<file path="src/rtl/score_disp_mux_pkg.sv">
// Shared constants and types for the score display multiplexer.
// Segment patterns are active-high, bit order {g,f,e,d,c,b,a}.
package score_disp_pkg;

  localparam logic [6:0] SEG_0    = 7'h3F;
  localparam logic [6:0] SEG_1    = 7'h06;
  localparam logic [6:0] SEG_2    = 7'h5B;
  localparam logic [6:0] SEG_3    = 7'h4F;
  localparam logic [6:0] SEG_4    = 7'h66;
  localparam logic [6:0] SEG_5    = 7'h6D;
  localparam logic [6:0] SEG_6    = 7'h7D;
  localparam logic [6:0] SEG_7    = 7'h07;
  localparam logic [6:0] SEG_8    = 7'h7F;
  localparam logic [6:0] SEG_9    = 7'h6F;
  localparam logic [6:0] SEG_DASH = 7'h40;
  localparam logic [6:0] SEG_OFF  = 7'h00;

  typedef logic [1:0] slot_t;

  typedef enum logic {FL_IDLE, FL_FLASH} flash_state_t;

endpackage

</file>
<file path="src/rtl/score_disp_mux_flash.sv">
// Per-player flash engine: after an increment pulse, alternates blank/visible
// half-periods of BLINK_DIV cycles, starting blank, for FLASH_TOGGLES halves.
//
// state    | meaning
// FL_IDLE  | digits shown normally
// FL_FLASH | flashing; blank while tcnt is even
module score_flash
  import score_disp_pkg::*;
#(
  parameter int BLINK_DIV     = 25000000,
  parameter int FLASH_TOGGLES = 6
) (
  input  logic clk,
  input  logic reset,
  input  logic inc,
  output logic blank
);

  localparam int PW = (BLINK_DIV > 1) ? $clog2(BLINK_DIV) : 1;
  localparam int TW = $clog2(FLASH_TOGGLES + 1);

  localparam logic [PW-1:0] PHASE_LOAD = PW'(BLINK_DIV - 1);
  localparam logic [TW-1:0] TCNT_LAST  = TW'(FLASH_TOGGLES - 1);

  flash_state_t    state;
  logic [PW-1:0]   pcnt;
  logic [TW-1:0]   tcnt;

  // Phase timer is a down-counter; a retrigger reloads it so the new
  // sequence starts with a full blank half-period.
  always_ff @(posedge clk or posedge reset) begin
    if (reset) begin
      state <= FL_IDLE;
      pcnt  <= '0;
      tcnt  <= '0;
    end else if (inc) begin
      state <= FL_FLASH;
      pcnt  <= PHASE_LOAD;
      tcnt  <= '0;
    end else if (state == FL_FLASH) begin
      if (pcnt == '0) begin
        pcnt <= PHASE_LOAD;
        tcnt <= tcnt + 1'b1;
        if (tcnt == TCNT_LAST) state <= FL_IDLE;
      end else begin
        pcnt <= pcnt - 1'b1;
      end
    end
  end

  assign blank = (state == FL_FLASH) && !tcnt[0];

endmodule

</file>
<file path="src/rtl/score_disp_mux_seg7_decode.sv">
// BCD to 7-segment decoder, active-high. Non-BCD codes render as a dash.
module seg7_decode
  import score_disp_pkg::*;
(
  input  logic [3:0] bcd,
  output logic [6:0] seg
);

  always_comb begin
    seg = SEG_DASH;
    case (bcd)
      4'd0: seg = SEG_0;
      4'd1: seg = SEG_1;
      4'd2: seg = SEG_2;
      4'd3: seg = SEG_3;
      4'd4: seg = SEG_4;
      4'd5: seg = SEG_5;
      4'd6: seg = SEG_6;
      4'd7: seg = SEG_7;
      4'd8: seg = SEG_8;
      4'd9: seg = SEG_9;
      default: seg = SEG_DASH;
    endcase
  end

endmodule

</file>
<file path="src/rtl/score_disp_mux.sv">
// Time-multiplexed 4-digit 7-segment driver for the two-player score.
// Slots 3/2 = left tens/units, slots 1/0 = right tens/units.
module score_disp_mux
  import score_disp_pkg::*;
#(
  parameter int REFRESH_DIV   = 100000,
  parameter int GHOST         = 2000,
  parameter int BLINK_DIV     = 25000000,
  parameter int FLASH_TOGGLES = 6,
  parameter int ACTIVE_LOW    = 1
) (
  input  logic       clk,
  input  logic       reset,
  input  logic [3:0] dig0,
  input  logic [3:0] dig1,
  input  logic [3:0] dig2,
  input  logic [3:0] dig3,
  input  logic       l_d_inc,
  input  logic       r_d_inc,
  input  logic       blank_lz,
  output logic [3:0] an,
  output logic [6:0] seg,
  output logic       dp
);

  localparam int RW = $clog2(REFRESH_DIV);
  localparam logic [RW-1:0] RCNT_LAST = RW'(REFRESH_DIV - 1);
  localparam logic [RW-1:0] GHOST_END = RW'(GHOST);
  localparam logic          INV       = (ACTIVE_LOW != 0);

  logic [RW-1:0]       rcnt;
  slot_t               slot;
  logic [3:0][3:0]     sh;
  logic                wrap;

  logic [3:0]          cur_dig;
  logic [6:0]          dec_seg;
  logic                blank_l;
  logic                blank_r;
  logic                blank;
  logic [3:0]          an_next;
  logic [6:0]          seg_next;
  logic                dp_next;

  assign wrap = (rcnt == RCNT_LAST);

  // Shadow digits only update when entering slot 0 so a frame never tears.
  always_ff @(posedge clk or posedge reset) begin
    if (reset) begin
      rcnt <= '0;
      slot <= '0;
      sh   <= '0;
    end else if (wrap) begin
      rcnt <= '0;
      slot <= slot + 2'd1;
      if (slot == 2'd3) sh <= {dig3, dig2, dig1, dig0};
    end else begin
      rcnt <= rcnt + 1'b1;
    end
  end

  score_flash #(
    .BLINK_DIV     (BLINK_DIV),
    .FLASH_TOGGLES (FLASH_TOGGLES)
  ) u_flash_l (
    .clk   (clk),
    .reset (reset),
    .inc   (l_d_inc),
    .blank (blank_l)
  );

  score_flash #(
    .BLINK_DIV     (BLINK_DIV),
    .FLASH_TOGGLES (FLASH_TOGGLES)
  ) u_flash_r (
    .clk   (clk),
    .reset (reset),
    .inc   (r_d_inc),
    .blank (blank_r)
  );

  assign cur_dig = sh[slot];

  seg7_decode u_dec (
    .bcd (cur_dig),
    .seg (dec_seg)
  );

  always_comb begin
    blank    = (blank_lz && slot[0] && (cur_dig == 4'd0)) ||
               (slot[1] ? blank_l : blank_r);
    seg_next = blank ? SEG_OFF : dec_seg;
    dp_next  = (slot == 2'd2) && !blank;
    an_next  = (rcnt < GHOST_END) ? 4'b0000 : (4'b0001 << slot);
  end

  always_ff @(posedge clk or posedge reset) begin
    if (reset) begin
      an  <= {4{INV}};
      seg <= {7{INV}};
      dp  <= INV;
    end else begin
      an  <= an_next  ^ {4{INV}};
      seg <= seg_next ^ {7{INV}};
      dp  <= dp_next  ^ INV;
    end
  end

endmodule

</file>
<file path="config.mk">
export PLATFORM = sky130hd
export DESIGN_NAME = score_disp_mux
export DESIGN_NICKNAME = d
export VERILOG_FILES = /design/src/rtl/score_disp_mux_pkg.sv /design/src/rtl/score_disp_mux_flash.sv /design/src/rtl/score_disp_mux_seg7_decode.sv /design/src/rtl/score_disp_mux.sv
export SDC_FILE = /design/constraint.sdc
export NUM_CORES = 1
export LEC_CHECK = 0
export BUFFER_PORTS_ARGS = -buffer_cell sky130_fd_sc_hd__buf_4
export CAP_MARGIN = 15
export CORE_MARGIN = 1
export CORE_UTILIZATION = 45
export CTS_CLUSTER_DIAMETER = 80
export DETAILED_ROUTE_END_ITERATION = 10
export HOLD_SLACK_MARGIN = 0.06
export PLACE_DENSITY = 0.67
export SETUP_SLACK_MARGIN = 0.2
export SLEW_MARGIN = 20
export SYNTH_ARGS = -nofsm -noshare
export SYNTH_HDL_FRONTEND = slang
export SYNTH_SLANG_ARGS = --single-unit
</file>
<file path="constraint.sdc">
create_clock -name clk -period 3.86 [get_ports clk]
set_input_delay 0.772 -clock clk [delete_from_list [all_inputs] [get_ports clk]]
set_output_delay 0.772 -clock clk [all_outputs]
set_load 0.01 [all_outputs]
</file>
==> metrics.log <==
INFO  metric run_status = finished, final reports clean
INFO  metric synth_warnings = 0
INFO  metric clock_sink_count = 105
INFO  metric detailed_place_hpwl = 7500 um
INFO  metric die-height = 112 um
INFO  metric row_count = 39
INFO  metric route.detailed.wl_per_inst = 15.3 um
INFO  metric wl = 10700 um
INFO  metric die_area = 12500 sq um
INFO  metric seq_area_frac_synth = 48.5%
INFO  metric syn_nets = 562
INFO  metric synth_largest_area_cell = dfrtp_1
INFO  metric worstSetupPathType = flip-flop to flip-flop
INFO  metric drc = 0
INFO  metric post-route-util = 52.3%
INFO  metric areaGrowthSynthToFinish = 11.5%
INFO  metric critical_path.top_delay_family = simple AND/OR/NAND/NOR gates
INFO  metric synth.area.top_cells = dfrtp_1 (43%), dfstp_2 (5.8%), ha_1 (3.9%), or4_1 (3.7%), mux2_2 (3.5%)
INFO  metric antenna_violations_before_repair = 0
INFO  metric arrival = 2.78 ns
INFO  metric syn_avg_cell_area = 10.4 sq um
INFO  metric grt_util_all_layers = 18.6%
INFO  metric area_taken_by_multi_input_logic_gates = 2640 sq um
INFO  metric final.setup.worst_slack = 1.36 ns
INFO  metric timing.critical_path.slowest_stage_cell = nor3b_1
INFO  metric post_cts_repair_setup_buffers = 0
INFO  metric routed-via-count = 4110
INFO  metric syn-instance-count = 524
INFO  metric min_period_over_period = 64.7%
INFO  metric antenna_cells = 0
INFO  metric final_nets = 587
INFO  metric grt_pass1_vias = 3946
INFO  metric final_layout_size_suffix_gt1_share = 19.1%
INFO  metric critical_path.max_stage_delay = 0.66 ns
INFO  metric fillCellCount = 1023
INFO  metric die_span_x = 112 um
INFO  metric avgViaCountPerCell = 5.90
INFO  metric yosysUniqueCellTypes = 60
INFO  metric post-route-min-period = 2.50 ns
INFO  metric port-buffer-count = 32
INFO  metric io-pin-count = 33
INFO  metric core = 11600 sq um
INFO  metric critical_path.startpoint_type = flip-flop
INFO  metric static-leakage-power = 2.28 nW
INFO  metric place_congestion = 0.817
INFO  metric power.density_cell_area = 338 nW/um^2
INFO  metric cts-htree-levels = 3
INFO  metric pre_cts_ws = 1.30 ns
INFO  metric residual_antenna_violating_net_count_after_detailed_routing = 0
INFO  metric cts_root_buf = clkbuf_16
INFO  metric initial_utilization = 46.9%
INFO  metric netlist_area = 5440 sq um
INFO  metric cts_tree = yes
INFO  metric pin_count_of_the_biggest_net_entering_global_routing = 50
INFO  metric cell_chain_critical_path = inv_1, ha_1, nor3b_1, nand4_1, or4_2, nand3_1
INFO  metric ctsResizeCount = 0
INFO  metric synth_edf_count = 0
INFO  metric fmaxAchievable = 400 MHz
INFO  metric drt-initial-drc-count = 184
INFO  metric drv_cap = 0
INFO  metric flops_latches_synth = 105
INFO  metric slew_viol_final = 0
INFO  metric slew_headroom = 35.1%
INFO  metric top_ff_cell_synth = dfrtp_1
INFO  metric grt_pass1_wl = 18700 um
INFO  metric finalHoldViolations = 0
INFO  metric hold_path.class = input pin to async pin
INFO  metric regArea = 2640 sq um
INFO  metric worstPathMaxFanout = 5
INFO  metric drt_pre_antenna_iters = 4
INFO  metric global_route.overflow_total = 0
INFO  metric end_kind = flip-flop
INFO  metric clkLatencyLatePin = 0.35 ns
INFO  metric critPathRequiredTime = 4.14 ns
INFO  metric cts_buffers = 9
INFO  metric critical_path.n_buffers_inverters = 1
INFO  metric finClkSkew = 0.00853 ns
INFO  metric ir_worst_vdd = 0.000243 V
INFO  metric fin_setup_tns = 0 ns
INFO  metric async_reset_ff_share = 100%
INFO  metric post_cts_hold_buffer_count = 0
INFO  metric setup_viol = 0
INFO  metric clock_pin_transition_on_the_worst_setup_and_hold_timing_paths = 0.07 ns
INFO  metric unrepaired_setup_endpoints_after_global_routing = no
INFO  metric timing_worst_slew_pin_value = 0.966 ns
INFO  metric clock_path_buffers = 2
INFO  metric synth_top_area_share = 42.7%
[Yosys cell counts, drive strengths merged (13+ instances only)]
cell,number
dfrtp,93
nor2,38
nand2,33
or4,31
nand3,28
a21oi,21
inv,20
or3,20
mux2,19
o21ai,19
ha,17
o31ai,17
xor2,17
clkbuf,16
nand4,14
nor3,14
nor4,13
[power breakdown]
group | total [W] | internal [W] | leakage, nW | switching (W)
Clock | 0.000836 | 0.000437 | 0.126 | 0.000399
Combinational | 0.0000949 | 0.0000403 | 0.963 | 0.0000546
Sequential | 0.00112 | 0.00111 | 1.19 | 0.00000901
[area by class of cell]
class	count	share of cell area (%)
well taps	143	2.95
repair buffers	36	4.45
clock inverters	5	0.556
multi-input cells	377	43.4
clock buffers	11	3.83
flip-flops and latches	105	43.5
inverters	20	1.28
[layout by cell type, fill, tap and decap left out, types with 18 or more instances in the layout]
cell,netlist,layout
nand3_1,27,27
buf_4,0,36
nor2_1,38,38
a21oi_1,21,21
nand2_1,33,33
inv_1,20,19
dfrtp_1,93,93
or4_1,27,27
or3_1,18,18
[cells by family after synthesis]
kind of cell	count (synthesis)	synth area share, %
buf+inv	42	3.03
mux	25	5.95
flops	105	48.5
fa+ha+maj	17	3.91
compound gates	87	10.5
simple gates	222	23.9
xor+xnor	26	4.18
[through the flow]
| step | cells | hold WS (ns) | total power, W | area, sq um |
|---|---|---|---|---|
| finish | 697 | 0.488 | 0.00205 | 6070 |
| global route | 697 | 0.507 | 0.00213 | 6070 |
| CTS | 697 | 0.490 | 0.00208 | 6070 |
| detailed placement | 681 | 0.481 | 0.00124 | 5810 |
| global placement | 681 | 0.472 | 0.00124 | 5810 |
| floorplan | 524 | 0.454 | 0.00120 | 5440 |
[flip-flops by register name, indices dropped and copies added, names as in the netlist]
signal and count:
u_flash_l.pcnt 25, u_flash_r.pcnt 25, rcnt 17, sh 16, seg 7, an 4
u_flash_l.tcnt 3, u_flash_r.tcnt 3, slot 2, dp 1, u_flash_l.state 1, u_flash_r.state 1
[worst paths after layout]
| kind | from | end | slack, ns | cells past startpoint |
|---|---|---|---|---|
| max | u_flash_l.pcnt[0]$_DFFE_PP0P_ | u_flash_l.pcnt[16]$_DFFE_PP0P_ | 1.36 | 6 |
| min | reset | u_flash_l.pcnt[17]$_DFFE_PP0P_ | 0.49 | 2 |
| max reg2reg | u_flash_l.pcnt[0]$_DFFE_PP0P_ | u_flash_l.pcnt[16]$_DFFE_PP0P_ | 1.36 | 6 |
| min reg2reg | rcnt[0]$_DFF_PP0_ | rcnt[0]$_DFF_PP0_ | 0.49 | 1 |
| max in group asynchronous | reset | seg[2]$_DFF_PP1_ | 2.47 | 3 |
| min in group clk | rcnt[0]$_DFF_PP0_ | rcnt[0]$_DFF_PP0_ | 0.49 | 1 |
[metal layers]
layer	routed length (um)	global-route usage [%]	vias to the layer above
met5	0	0	-
met4	226	8.44	0
met3	381	3.10	17
met2	5170	30.6	79
met1	4880	24.3	2008
li1	-	-	2006
No activity file was read; power rests on OpenSTA's default activity.
